## src/rtl/div_sequencer_pkg.sv

```systemverilog
// Shared definitions for the EX-stage divide sequencer.
//   - ALU control encodings that start a divide (DIV / DIVU) plus a NOP code.
//   - Divider state encoding, exported so hazard and trace logic can decode it.
package div_sequencer_pkg;

  localparam logic [7:0] EXE_NOP_OP  = 8'b0000_0000;
  localparam logic [7:0] EXE_DIV_OP  = 8'b0001_1010;
  localparam logic [7:0] EXE_DIVU_OP = 8'b0001_1011;

  typedef enum logic [1:0] {
    DIV_IDLE = 2'd0,
    DIV_ZERO = 2'd1,
    DIV_RUN  = 2'd2,
    DIV_DONE = 2'd3
  } div_state_e;

endpackage : div_sequencer_pkg

```

## src/rtl/div_sequencer.sv

```systemverilog
// Multi-cycle restoring divider for the EX stage (DIV / DIVU).
// Ports:
//   clk          rising-edge clock
//   rst          asynchronous active-low reset
//   alucontrolE  EX-stage ALU op; DIV starts a signed, DIVU an unsigned divide
//   a, b         dividend / divisor (forwarded rs / rt)
//   stallE       EX held by another source; keeps a finished result in DONE
//   flushE       EX flush; abandons any divide in flight
//   stall_div    hold request for IF/ID/EX while the divide is in progress
//   ready        result valid this cycle
//   result       {remainder, quotient} -> {hi, lo}
module div_sequencer
  import div_sequencer_pkg::*;
#(
  parameter int WIDTH = 32,
  parameter int CNT_W = 6
) (
  input  logic                 clk,
  input  logic                 rst,
  input  logic [7:0]           alucontrolE,
  input  logic [WIDTH-1:0]     a,
  input  logic [WIDTH-1:0]     b,
  input  logic                 stallE,
  input  logic                 flushE,
  output logic                 stall_div,
  output logic                 ready,
  output logic [2*WIDTH-1:0]   result
);

  div_state_e            state_q;
  logic [CNT_W-1:0]      cnt_q;
  logic [2*WIDTH:0]      sr_q;      // {partial remainder (WIDTH+1), dividend/quotient (WIDTH)}
  logic [WIDTH-1:0]      dvs_q;     // divisor magnitude
  logic                  q_neg_q;
  logic                  r_neg_q;
  logic                  ready_q;
  logic [2*WIDTH-1:0]    result_q;

  logic                  is_div;
  logic                  is_signed;
  logic                  start;
  logic [WIDTH-1:0]      mag_a;
  logic [WIDTH-1:0]      mag_b;
  logic [2*WIDTH:0]      sr_shift;
  logic                  sub_ok;
  logic [WIDTH:0]        trial;
  logic [2*WIDTH:0]      sr_next;
  logic [WIDTH-1:0]      quot_raw;
  logic [WIDTH-1:0]      rem_raw;
  logic [WIDTH-1:0]      quot_fix;
  logic [WIDTH-1:0]      rem_fix;

  assign is_div    = (alucontrolE == EXE_DIV_OP) || (alucontrolE == EXE_DIVU_OP);
  assign is_signed = (alucontrolE == EXE_DIV_OP);
  assign start     = is_div && !flushE;

  // Signed mode works on magnitudes; the most negative value maps onto
  // itself, which is its correct unsigned magnitude.
  assign mag_a = (is_signed && a[WIDTH-1]) ? -a : a;
  assign mag_b = (is_signed && b[WIDTH-1]) ? -b : b;

  // One restoring step: shift, trial-subtract from the upper half, keep the
  // difference and shift in a 1 only when it does not go negative.
  always_comb begin
    // NOTE: every combinational output gets a default first so no path can leave it unassigned and infer a latch.
    sr_shift = {sr_q[2*WIDTH-1:0], 1'b0};
    sub_ok   = (sr_shift[2*WIDTH:WIDTH] >= {1'b0, dvs_q});
    trial    = sr_shift[2*WIDTH:WIDTH] - {1'b0, dvs_q};
    sr_next  = sr_shift;
    if (sub_ok) begin
      sr_next = {trial, sr_shift[WIDTH-1:1], 1'b1};
    end
  end

  assign quot_raw = sr_next[WIDTH-1:0];
  assign rem_raw  = sr_next[2*WIDTH-1:WIDTH];
  assign quot_fix = q_neg_q ? -quot_raw : quot_raw;
  assign rem_fix  = r_neg_q ? -rem_raw  : rem_raw;

  // A flush removes the request in the same cycle so the front end is not
  // held for an instruction that is being discarded.
  assign stall_div = !flushE &&
                     (((state_q == DIV_IDLE) && start) ||
                      (state_q == DIV_ZERO) || (state_q == DIV_RUN));

  assign ready  = ready_q;
  assign result = result_q;

  always_ff @(posedge clk or negedge rst) begin
    // NOTE: sequential state uses non-blocking assignments so every register samples pre-edge values.
    if (!rst) begin
      state_q  <= DIV_IDLE;
      cnt_q    <= '0;
      sr_q     <= '0;
      dvs_q    <= '0;
      q_neg_q  <= 1'b0;
      r_neg_q  <= 1'b0;
      ready_q  <= 1'b0;
      result_q <= '0;
    end else if (flushE) begin
      state_q <= DIV_IDLE;
      ready_q <= 1'b0;
    end else begin
      unique case (state_q)
        DIV_IDLE: begin
          if (start) begin
            if (b == '0) begin
              state_q <= DIV_ZERO;
            end else begin
              state_q <= DIV_RUN;
              cnt_q   <= '0;
              sr_q    <= {{(WIDTH+1){1'b0}}, mag_a};
              dvs_q   <= mag_b;
              q_neg_q <= is_signed && (a[WIDTH-1] ^ b[WIDTH-1]);
              r_neg_q <= is_signed && a[WIDTH-1];
            end
          end
        end
        DIV_ZERO: begin
          result_q <= '0;
          ready_q  <= 1'b1;
          state_q  <= DIV_DONE;
        end
        DIV_RUN: begin
          sr_q  <= sr_next;
          cnt_q <= cnt_q + 1'b1;
          if (cnt_q == CNT_W'(WIDTH-1)) begin
            result_q <= {rem_fix, quot_fix};
            ready_q  <= 1'b1;
            state_q  <= DIV_DONE;
          end
        end
        DIV_DONE: begin
          // Held in DONE while EX is stalled elsewhere; the still-present
          // DIV op must not restart because only IDLE looks at start.
          if (!stallE) begin
            state_q <= DIV_IDLE;
            ready_q <= 1'b0;
          end
        end
        default: begin
          state_q <= DIV_IDLE;
          ready_q <= 1'b0;
        end
      endcase
    end
  end

endmodule : div_sequencer

```

## config.mk

```make
export PLATFORM = sky130hd
export DESIGN_NAME = div_sequencer
export DESIGN_NICKNAME = d
export VERILOG_FILES = /design/src/rtl/div_sequencer_pkg.sv /design/src/rtl/div_sequencer.sv
export SDC_FILE = /design/constraint.sdc
export NUM_CORES = 1
export LEC_CHECK = 0
export BUFFER_PORTS_ARGS = -buffer_cell sky130_fd_sc_hd__buf_4
export CELL_PAD_IN_SITES_DETAIL_PLACEMENT = 0
export CELL_PAD_IN_SITES_GLOBAL_PLACEMENT = 1
export CORE_ASPECT_RATIO = 0.7
export CORE_MARGIN = 3
export CORE_UTILIZATION = 46
export CTS_BUF_LIST = sky130_fd_sc_hd__clkbuf_4 sky130_fd_sc_hd__clkbuf_8
export CTS_CLUSTER_SIZE = 16
export DETAILED_ROUTE_END_ITERATION = 12
export PLACE_DENSITY = 0.81
export SLEW_MARGIN = 20
export SYNTH_ARGS = -nofsm -noshare
export SYNTH_HDL_FRONTEND = slang
export SYNTH_SLANG_ARGS = --single-unit
```

## constraint.sdc

```tcl
create_clock -name clk -period 5.9 [get_ports clk]
set_input_delay 1.18 -clock clk [delete_from_list [all_inputs] [get_ports clk]]
set_output_delay 1.18 -clock clk [all_outputs]
set_load 0.005 [all_outputs]
```

; Yosys cells after proc, flatten, opt, wreduce, memory -nomap -nowiden
; Cells that the tools add are included.
[op_classes]
n_mul = 0
add_sub_neg = 6
order_cmp = 1
eq_ne = 12
bitwise_logic = 3
muxes = 23
shift = 0
reduce_logical = 20
div_mod_pow = 0
[op_table]
columns = cell, count
row1 = 64-bit two-way mux, 4
row2 = 64-bit one-hot mux with 2 select lines, 2
row3 = 32-bit two-way mux, 4
row4 = 32-bit negation, 4
row5 = 33-bit by 32-bit greater-or-equal comparator with 1-bit output, 1
row6 = 32-bit logical NOT, 1
row7 = 32-bit subtractor, 1
row8 = 8-bit by 5-bit equality test with 1-bit output (second input constant), 2
row9 = 6-bit two-way mux, 2
row10 = 6-bit one-hot mux with 2 select lines, 1
row11 = 2-bit two-way mux, 5
row12 = 3-bit AND reduction, 3
row13 = 2-bit one-hot mux with 4 select lines, 1
row14 = 4-bit AND reduction, 2
row15 = 6-bit by 1-bit adder with 6-bit output (second input constant), 1
row16 = 6-bit by 5-bit equality test with 1-bit output (second input constant), 1
row17 = 1-bit logical AND, 6
row18 = 3-bit != test (second input constant), 2
row19 = 2-bit equality test (second input constant), 2
row20 = 2-bit != test (second input constant), 2
row21 = 2-bit nonzero test, 2
row22 = 4-bit nonzero test, 1
row23 = 1-bit logical OR, 3
row24 = 1-bit two-way mux, 3
row25 = 8 further kinds, 9
[totals]
rom_bits = 0
elab_cells = 73
out_inout_bits = 66
ramBits = 0
ff_bits = 171
latchBits = 0
mem_count = 0

; Longest topological paths before layout
; Gate-level depths: netlist (run 1).
[logic_depth]
word_depth = 7
mapped_depth = 23

; Worst setup path before layout (run 1)
; OpenSTA, ideal clock, no wires.
[synth_path]
path_kind = register to register
from = register sr_q[43]
to = register result_q[46], in the netlist result[46]
path_slack_ns = 0.979
required_ns = 5.770
t_arrival_ns = 4.791
period_less_slack_ns = 4.921
path_stages_with_launch = 22
setup_ns = 0.130
cell_sequence = dfrtp_1 ha_1 buf_2 a21oi_1 o21ai_1 and3_1 or2_1 o2111ai_4 nand2_4 inv_2 clkbuf_1 buf_2 mux2i_1 ha_1 inv_1 or4b_1 nor4_1 or4b_1 a21boi_0 nand2b_1 xor2_1 o21ai_1
[synth_between]
elab_chain_len = 6
elab_cells_between_ends = 7
classes_between = add/sub: 2 / order compare: 1 / mux: 4
[synth_rtl]
columns = element, line
row1 = from (decl), div_sequencer.sv:32  ; logic [2*WIDTH:0] sr_q;
row2 = from (signal assigned), div_sequencer.sv:112  ; sr_q <= {{(WIDTH+1){1'b0}}, mag_a};
row3 = from (signal assigned), div_sequencer.sv:125  ; sr_q <= sr_next;
row4 = 32-bit subtractor / 33-bit by 32-bit greater-or-equal comparator with 1-bit output (equally long branches), "div_sequencer.sv:68, div_sequencer.sv:67"
row5 = 64-bit two-way mux *, div_sequencer.sv:70  ; if (sub_ok) begin
row6 = 32-bit negation, div_sequencer.sv:78  ; assign rem_fix = r_neg_q ? -rem_raw : rem_raw;
row7 = 32-bit two-way mux *, div_sequencer.sv:78
row8 = 64-bit two-way mux *, div_sequencer.sv:127  ; if (cnt_q == CNT_W'(WIDTH-1)) begin
row9 = 64-bit one-hot mux with 2 select lines *, div_sequencer.sv:104  ; unique case (state_q)
row10 = to (signal assigned), div_sequencer.sv:128  ; result_q <= {rem_fix, quot_fix};
row11 = to (decl), div_sequencer.sv:37  ; logic [2*WIDTH-1:0] result_q;
; Mark *: on every way between the ends. The rest lies on a longest branch, timed or not. The select of a mux whose other input is x is not followed.
; A chain may end at the register's enable or synchronous reset.

; Final worst setup path (run 1)
[layout_path]
from = register sr_q[43]
to = register result_q[54], in the netlist result[54]
; Same word-level chain as after synthesis.

==> flow_summary.ini, run 1 <==
[floorplan]
io_pins = 142
dieWidth_um = 201
std_cell_rows = 49
die_y_um = 142
die-area_mm2 = 0.0285
initial_utilization = 0.471
fp.coreArea_mm2 = 0.0259

[sta]
fin_tns_setup_ps = 0
slew_headroom = 0.258
rsz0062_at_grt = no
skew_ps = 19.4
tightest_slew_ps = 1100
finalSetupViolations = 0
timing.final.crit_share = 0.891
fin_crit_ps = 5260
clock.fmax_ghz = 0.190
slew_violations = 0
finalHoldViolations = 0

[yosys]
ys_seq_area_frac = 0.351
synthAdderAreaFrac = 0.0448
yosys-top-cells-area = dfrtp_1, nand2_1, o21ai_0, xor2_1, ha_1
synth_seq_cells = 171
synth_top_family_by_area = simple AND/OR/NAND/NOR gates
synthCells = 1531
synth_simple_gate_area_frac = 0.221
synthTopCellsByCount = nand2_1, dfrtp_1, o21ai_0, a21oi_1, nor2_1
synth_top_area_cell = dfrtp_1
ys_warn_count = 0
synth_edf_count = 0
yosys.cell_count.top_type = nand2_1
synth_top_cell_area_share = 0.351
postSynthAreaPerCell_um2 = 7.96
ys_async_sr_fraction = 1.00
synthFlopType = dfrtp_1
yosysUniqueCellTypes = 80
synth_nets = 1650
syn_area_mm2 = 0.0122
synth-compound-area-share = 0.219
muxShareOfSynthArea = 0.0196
synth-xor-area-share = 0.0978

[clock_network]
cts_tree = done
clock-root-buffer = clkbuf_8
cts_sinks = 171
worstSkewPairLatency_ps = 490
cts_resized = 0
clk_path_buf_depth = 2
clk_pin_slew_worst_paths_ps = 100
post_cts_buffers = 0
cts_buffers = 17
cts_max_level = 4
cts_hold_buf = 0

[route]
drc = 0
drt-pass1-iter-count = 6
drt-initial-drc-count = 1184
wl_met1_um = 20600
wl_met3_um = 3760
postRouteWirelength_um = 39600
dr_wl_met2_um = 14900
vias = 11600
wl_per_cell_um = 20.0
routed_via_density = 5.87
ant_nets = 0
highest_layer = met4

[worst_setup_path]
path_class = reg2reg
crit_path_end_kind = flip-flop
worstPathMaxFanout = 15
cp.required_ps = 6250
worst_setup_path_start_kind = flip-flop
worstPathArrival_ps = 5610

[cells_and_area]
syn_to_final_growth_pct = 13.5
fillers = 2561
antenna_cells = 0
nNetsFinal = 1731
layout-drive-gt1-share = 0.132
multiInputGateArea_mm2 = 0.00734
seq_area_mm2 = 0.00428

[grt]
antenna_found_initial = 2
grt_pass1_wl_um = 60900
overflow = 0
grt_max_degree = 87
grt_usage = 0.273
grt_pass1_vias = 10100

[place]
io_buffers = 141
hpwlAfterDp_um = 30500
place_congestion = 0.975

[run_status]
status = finished, final reports clean

[run]
max_cap_violations = 0

[min_path]
hp-class = reg2reg
-- routing by layer --
metal / up-vias / global-route usage
li1: 5579 / -
met1: 5544 / 0.462
met2: 489 / 0.345
met3: 24 / 0.0624
met4: 0 / 0.0473
met5: - / 0
-- critical path: stages (launching register included) --
cell	delay (ps)
dfrtp_1	480
ha_1	460
a21oi_1	240
o21ai_1	130
and3_1	200
or2_1	280
o2111ai_4	310
nand2_4	190
o21ai_0	500
ha_1	300
inv_1	90
or4b_1	560
nor4_1	290
or4b_1	460
a21boi_0	230
a31oi_1	140
xnor2_1	180
o21ai_1	70
-- cells by family (layout without fill, tap and decap cells) --
family / count (synthesis) / count (layout)
buf+inv: 143 / 237
mux: 23 / 23
compound gates: 438 / 438
xor+xnor: 136 / 136
fa+ha+maj: 43 / 43
simple gates: 577 / 577
flops: 171 / 171
-- final timing paths --
path | startpoint | cells after the start | slack [ps] | endpoint
max reg2reg | sr_q[43]$_DFFE_PN0P_ | 17 | 640 | result[54]$_DFFE_PN0P_
min reg2reg | dvs_q[29]$_DFFE_PN0P_ | 2 | 480 | dvs_q[29]$_DFFE_PN0P_
max | sr_q[43]$_DFFE_PN0P_ | 17 | 640 | result[54]$_DFFE_PN0P_
max in group asynchronous | rst | 2 | 3990 | sr_q[55]$_DFFE_PN0P_
min in group asynchronous | rst | 1 | 730 | result[25]$_DFFE_PN0P_
min | dvs_q[29]$_DFFE_PN0P_ | 2 | 480 | dvs_q[29]$_DFFE_PN0P_
-- through the flow --
stage	util	hold WS, ps	setup WS, ps	cell area [um2]	std cells
2_1_floorplan	-	450	979	12200	1531
3_3_place_gp	0.519	462	969	13400	1950
3_5_place_dp	0.519	470	769	13400	1950
4_1_cts	0.534	493	672	13800	1982
5_1_grt	0.534	503	168	13800	1982
6_report	0.534	484	641	13800	1982
-- layout make-up --
| class | count | area share |
|---|---|---|
| Clock buffer | 19 | 0.0180 |
| Clock inverter | 13 | 0.0113 |
| Multi-Input combinational cell | 1217 | 0.531 |
| Sequential cell | 171 | 0.309 |
| Tap cell | 357 | 0.0323 |
| Timing Repair Buffer | 151 | 0.0832 |
| Inverter | 54 | 0.0147 |
-- sequential cells by signal, indices dropped and copies added (netlist names) --
name,flops
sr_q,64
cnt_q,6
ready,1
state_q,2
result,64
q_neg_q,1
r_neg_q,1
dvs_q,32
-- placed cells by master (no fill, tap or decap), types with 5 or more instances in the layout --
master	count
a21oi_1	103
nor4_1	14
a21o_1	7
a22o_1	5
xnor2_1	52
o31ai_1	39
o41ai_1	10
nand4_1	14
mux2i_1	16
xor2_1	84
o21ai_0	164
a31oi_1	11
buf_4	149
and2_1	5
or4_1	16
nor3_1	29
or3_1	26
o21ai_1	31
nand2_1	285
ha_1	41
nor2_1	89
inv_6	5
dfrtp_1	171
mux2_2	7
a211oi_1	8
nand2b_1	9
nand3_1	43
o21a_1	9
and3_1	8
clkbuf_8	17
inv_1	53
Power of run 1 is not shown: default switching activity piles up to over one toggle a cycle in this logic, so the estimate is an artifact.
==> inputs of run 2 (changes only) <==
- CTS_CLUSTER_SIZE: 16 -> 20
- PLACE_DENSITY: 0.81 -> default
- PLACE_DENSITY_LB_ADDON: default -> 0.1
==> flow_summary.ini, run 2 (synthesis results as in run 1) <==
[run_status]
status = finished, final reports clean

[floorplan]
die_y_um = 142
fp.coreArea_mm2 = 0.0259
die-area_mm2 = 0.0285
io_pins = 142
initial_utilization = 0.471
std_cell_rows = 49
dieWidth_um = 201

[grt]
overflow = 0
grt_pass1_wl_um = 62200
grt_usage = 0.280
antenna_found_initial = 1
grt_pass1_vias = 10100
grt_max_degree = 111

[sta]
finalSetupViolations = 0
finalHoldViolations = 0
slew_violations = 0
fin_crit_ps = 5240
tightest_slew_ps = 1040
fin_tns_setup_ps = 0
rsz0062_at_grt = no
slew_headroom = 0.305
skew_ps = 22.2
clock.fmax_ghz = 0.191
timing.final.crit_share = 0.888

[clock_network]
clock-root-buffer = clkbuf_8
cts_max_level = 4
post_cts_buffers = 0
clk_path_buf_depth = 2
cts_resized = 0
clk_pin_slew_worst_paths_ps = 100
cts_buffers = 17
cts_sinks = 171
cts_hold_buf = 0
cts_tree = done
worstSkewPairLatency_ps = 500

[worst_setup_path]
worstPathMaxFanout = 15
crit_path_end_kind = flip-flop
r2r_start = sr_q[43]$_DFFE_PN0P_
ff2ff_path_depth = 18
crit_slowest_cell = or4b_1
worst_setup_path_start_kind = flip-flop
cp.required_ps = 6260
cp_slowest_stage_delay_ps = 560
path_class = reg2reg
worstPathArrival_ps = 5590
r2r_slack_ps = 660
r2r-end = result[46]$_DFFE_PN0P_
crit_chain = ha_1, a21oi_1, o21ai_1, and3_1, or2_1, o2111ai_4, nand2_4, inv_2, mux2i_1, ha_1, inv_1, or4b_1, nor4_1, or4b_1, a21boi_0, nand2b_1, xor2_1, o21ai_1

[place]
hpwlAfterDp_um = 31300
place_congestion = 0.961
io_buffers = 141

[cells_and_area]
layout-drive-gt1-share = 0.135
syn_to_final_growth_pct = 14.1
final_common_cell = nand2_1
nNetsFinal = 1734
antenna_cells = 0
layout_common_cells = nand2_1, dfrtp_1, o21ai_0, buf_4, a21oi_1

[route]
drt-initial-drc-count = 1078
wl_per_cell_um = 20.3
ant_nets = 0
drt-pass1-iter-count = 7
vias = 11400
routed_via_density = 5.76
drc = 0
postRouteWirelength_um = 40300

[min_path]
hp-class = reg2reg
holdPathEnd = dvs_q[14]$_DFFE_PN0P_
hold_start = dvs_q[14]$_DFFE_PN0P_
hold_depth = 2

[run]
max_cap_violations = 0
-- run 2: layout make-up --
class | count | area [um2]
Clock buffer | 20 | 269
Clock inverter | 12 | 173
Fill cell | 2546 | 12000
Inverter | 54 | 203
Multi-Input combinational cell | 1217 | 7350
Sequential cell | 171 | 4280
Tap cell | 357 | 447
Timing Repair Buffer | 154 | 1180
-- run 2: layer usage --
| layer | global-route usage | up-vias | share of wire |
|---|---|---|---|
| met5 | 0 | - | 0 |
| met3 | 0.0510 | 20 | 0.080 |
| met4 | 0.0458 | 0 | 0.0066 |
| li1 | - | 5581 | - |
| met1 | 0.481 | 5402 | 0.54 |
| met2 | 0.355 | 431 | 0.38 |
-- run 2: worst max path at each step --
stage / to / slack [ps] / depth (start not counted) / from
finish: result[46]$_DFFE_PN0P_ / 660 / 18 / sr_q[43]$_DFFE_PN0P_
global route: result[46]$_DFFE_PN0P_ / 320 / 18 / sr_q[43]$_DFFE_PN0P_
CTS: result[46]$_DFFE_PN0P_ / 730 / 18 / sr_q[43]$_DFFE_PN0P_
detailed placement: result[46]$_DFFE_PN0P_ / 760 / 18 / sr_q[43]$_DFFE_PN0P_
global placement: result[46]$_DFFE_PN0P_ / 1070 / 18 / sr_q[43]$_DFFE_PN0P_
floorplan: result[46]$_DFFE_PN0P_ / 980 / 21 / sr_q[43]$_DFFE_PN0P_
-- run 2: worst max-delay path, delay by kind of cell, from the launching register on --
kind	cells	cell delay, ps
AND/OR/NAND/NOR	7	2170
AO/OA/AOI/OAI	5	1030
adder cells (fa/ha/maj)	2	720
flip-flops	1	480
multiplexers	1	280
buffers and inverters	2	210
XOR/XNOR	1	190
-- run 2: per-stage QoR --
step | cells | cell area, um2 | worst slack (ps) | utilization | hold slack (ps)
2_1_floorplan | 1531 | 12200 | 979 | - | 450
3_3_place_gp | 1953 | 13500 | 1070 | 0.520 | 463
5_1_grt | 1985 | 13900 | 323 | 0.537 | 506
4_1_cts | 1985 | 13900 | 730 | 0.537 | 491
6_report | 1985 | 13900 | 663 | 0.537 | 486
3_5_place_dp | 1953 | 13500 | 763 | 0.520 | 471
Power of run 2 is left out for the same reason.
==> inputs of run 3 (changes only) <==
==> constraint.sdc (replaced) <==
create_clock -name clk -period 5.9 [get_ports clk]
set_input_delay 0.295 -clock clk [delete_from_list [all_inputs] [get_ports clk]]
set_output_delay 0.295 -clock clk [all_outputs]
set_load 0.005 [all_outputs]
==> flow_summary.ini, run 3 (synthesis results as in run 1) <==
[clock_network]
cts_hold_buf = 1
cts_resized = 0
clock-root-buffer = clkbuf_8
worstSkewPairLatency_ps = 490
post_cts_buffers = 0
cts_tree = done
cts_sinks = 171
clk_pin_slew_worst_paths_ps = 110
cts_max_level = 4
cts_buffers = 17
clk_path_buf_depth = 2

[cells_and_area]
syn_to_final_growth_pct = 13.9
layout-drive-gt1-share = 0.134
final_common_cell = nand2_1
antenna_cells = 0
layout_common_cells = nand2_1, dfrtp_1, o21ai_0, buf_4, a21oi_1
nNetsFinal = 1735

[grt]
antenna_found_initial = 1
grt_usage = 0.278
grt_max_degree = 87
grt_pass1_vias = 10200
overflow = 0
grt_pass1_wl_um = 61800

[sta]
slew_headroom = 0.293
timing.final.crit_share = 0.882
slew_violations = 0
rsz0062_at_grt = no
worst_hold_slack_ps = 48.9
tightest_slew_ps = 1050
finalSetupViolations = 0
skew_ps = 18.3
fin_crit_ps = 5210
clock.fmax_ghz = 0.192
finalHoldViolations = 0
fin_tns_setup_ps = 0

[worst_setup_path]
cp.required_ps = 6290
worstPathArrival_ps = 5600
crit_path_end_kind = flip-flop
worstPathMaxFanout = 29
path_class = reg2reg
ff2ff_path_depth = 17
worst_setup_path_start_kind = flip-flop

[floorplan]
fp.coreArea_mm2 = 0.0259
die-area_mm2 = 0.0285
die_y_um = 142
std_cell_rows = 49
initial_utilization = 0.471
io_pins = 142
dieWidth_um = 201

[route]
drc = 0
routed_via_density = 5.75
drt-pass1-iter-count = 7
vias = 11400
wl_per_cell_um = 20.2
drt-initial-drc-count = 1054
postRouteWirelength_um = 40200
ant_nets = 0
dr_wl_met2_um = 15100
wl_met1_um = 21500
wl_met3_um = 3260
highest_layer = met4

[min_path]
hp-class = in2reg
hold_depth = 2

[run_status]
status = finished, final reports clean

[place]
place_congestion = 0.936
io_buffers = 141
hpwlAfterDp_um = 30900

[run]
max_cap_violations = 0
==> run 3: metal layers <==
layer  GRT usage  vias to the layer above
li1            -                     5570
met1       0.474                     5434
met2       0.352                      400
met3      0.0583                       18
met4      0.0429                        0
met5           0                        -
==> run 3: critical path, cell delays in order (launching register included) <==
cell and delay, ps:
dfrtp_1 470, ha_1 350, nor2b_1 140, o2111ai_1 350
a21boi_1 160, o211a_1 290, o2111ai_4 300, nand2_4 270
o21ai_0 410, ha_1 270, inv_1 100, or4b_1 580
nor4_1 290, mux2_2 290, o211a_2 260, and4b_1 220
o21ai_1 70, a32o_1 280
==> run 3: area by class of cell <==
class                      instances  area (um2)
fill                            2515       12000
timing repair buffer             155        1180
sequential                       171        4280
clock buffer                      18         248
tap                              357         447
multi-input combinational       1217        7340
inverter                          54         203
clock inverter                    14         181
==> run 3: worst paths after layout <==
kind	slack, ps	start	end
worst max-delay path	690	sr_q[32]$_DFFE_PN0P_	result[58]$_DFFE_PN0P_
worst min-delay path	50	flushE	ready$_DFFE_PN0P_
worst max register to register	690	sr_q[32]$_DFFE_PN0P_	result[58]$_DFFE_PN0P_
worst min register to register	490	dvs_q[29]$_DFFE_PN0P_	dvs_q[29]$_DFFE_PN0P_
max in group asynchronous	4330	rst	dvs_q[17]$_DFFE_PN0P_
min in group asynchronous	310	rst	result[20]$_DFFE_PN0P_
==> run 3: metrics by stage <==
stage | area (um2) | setup slack (ps) | util | std cells
after floorplan | 12200 | 979 | - | 1531
after global placement | 13400 | 973 | 0.519 | 1953
after detailed placement | 13400 | 810 | 0.519 | 1953
after CTS | 13900 | 772 | 0.536 | 1986
after global routing | 13900 | 394 | 0.536 | 1986
final | 13900 | 694 | 0.536 | 1986
Power of run 3 is left out for the same reason.
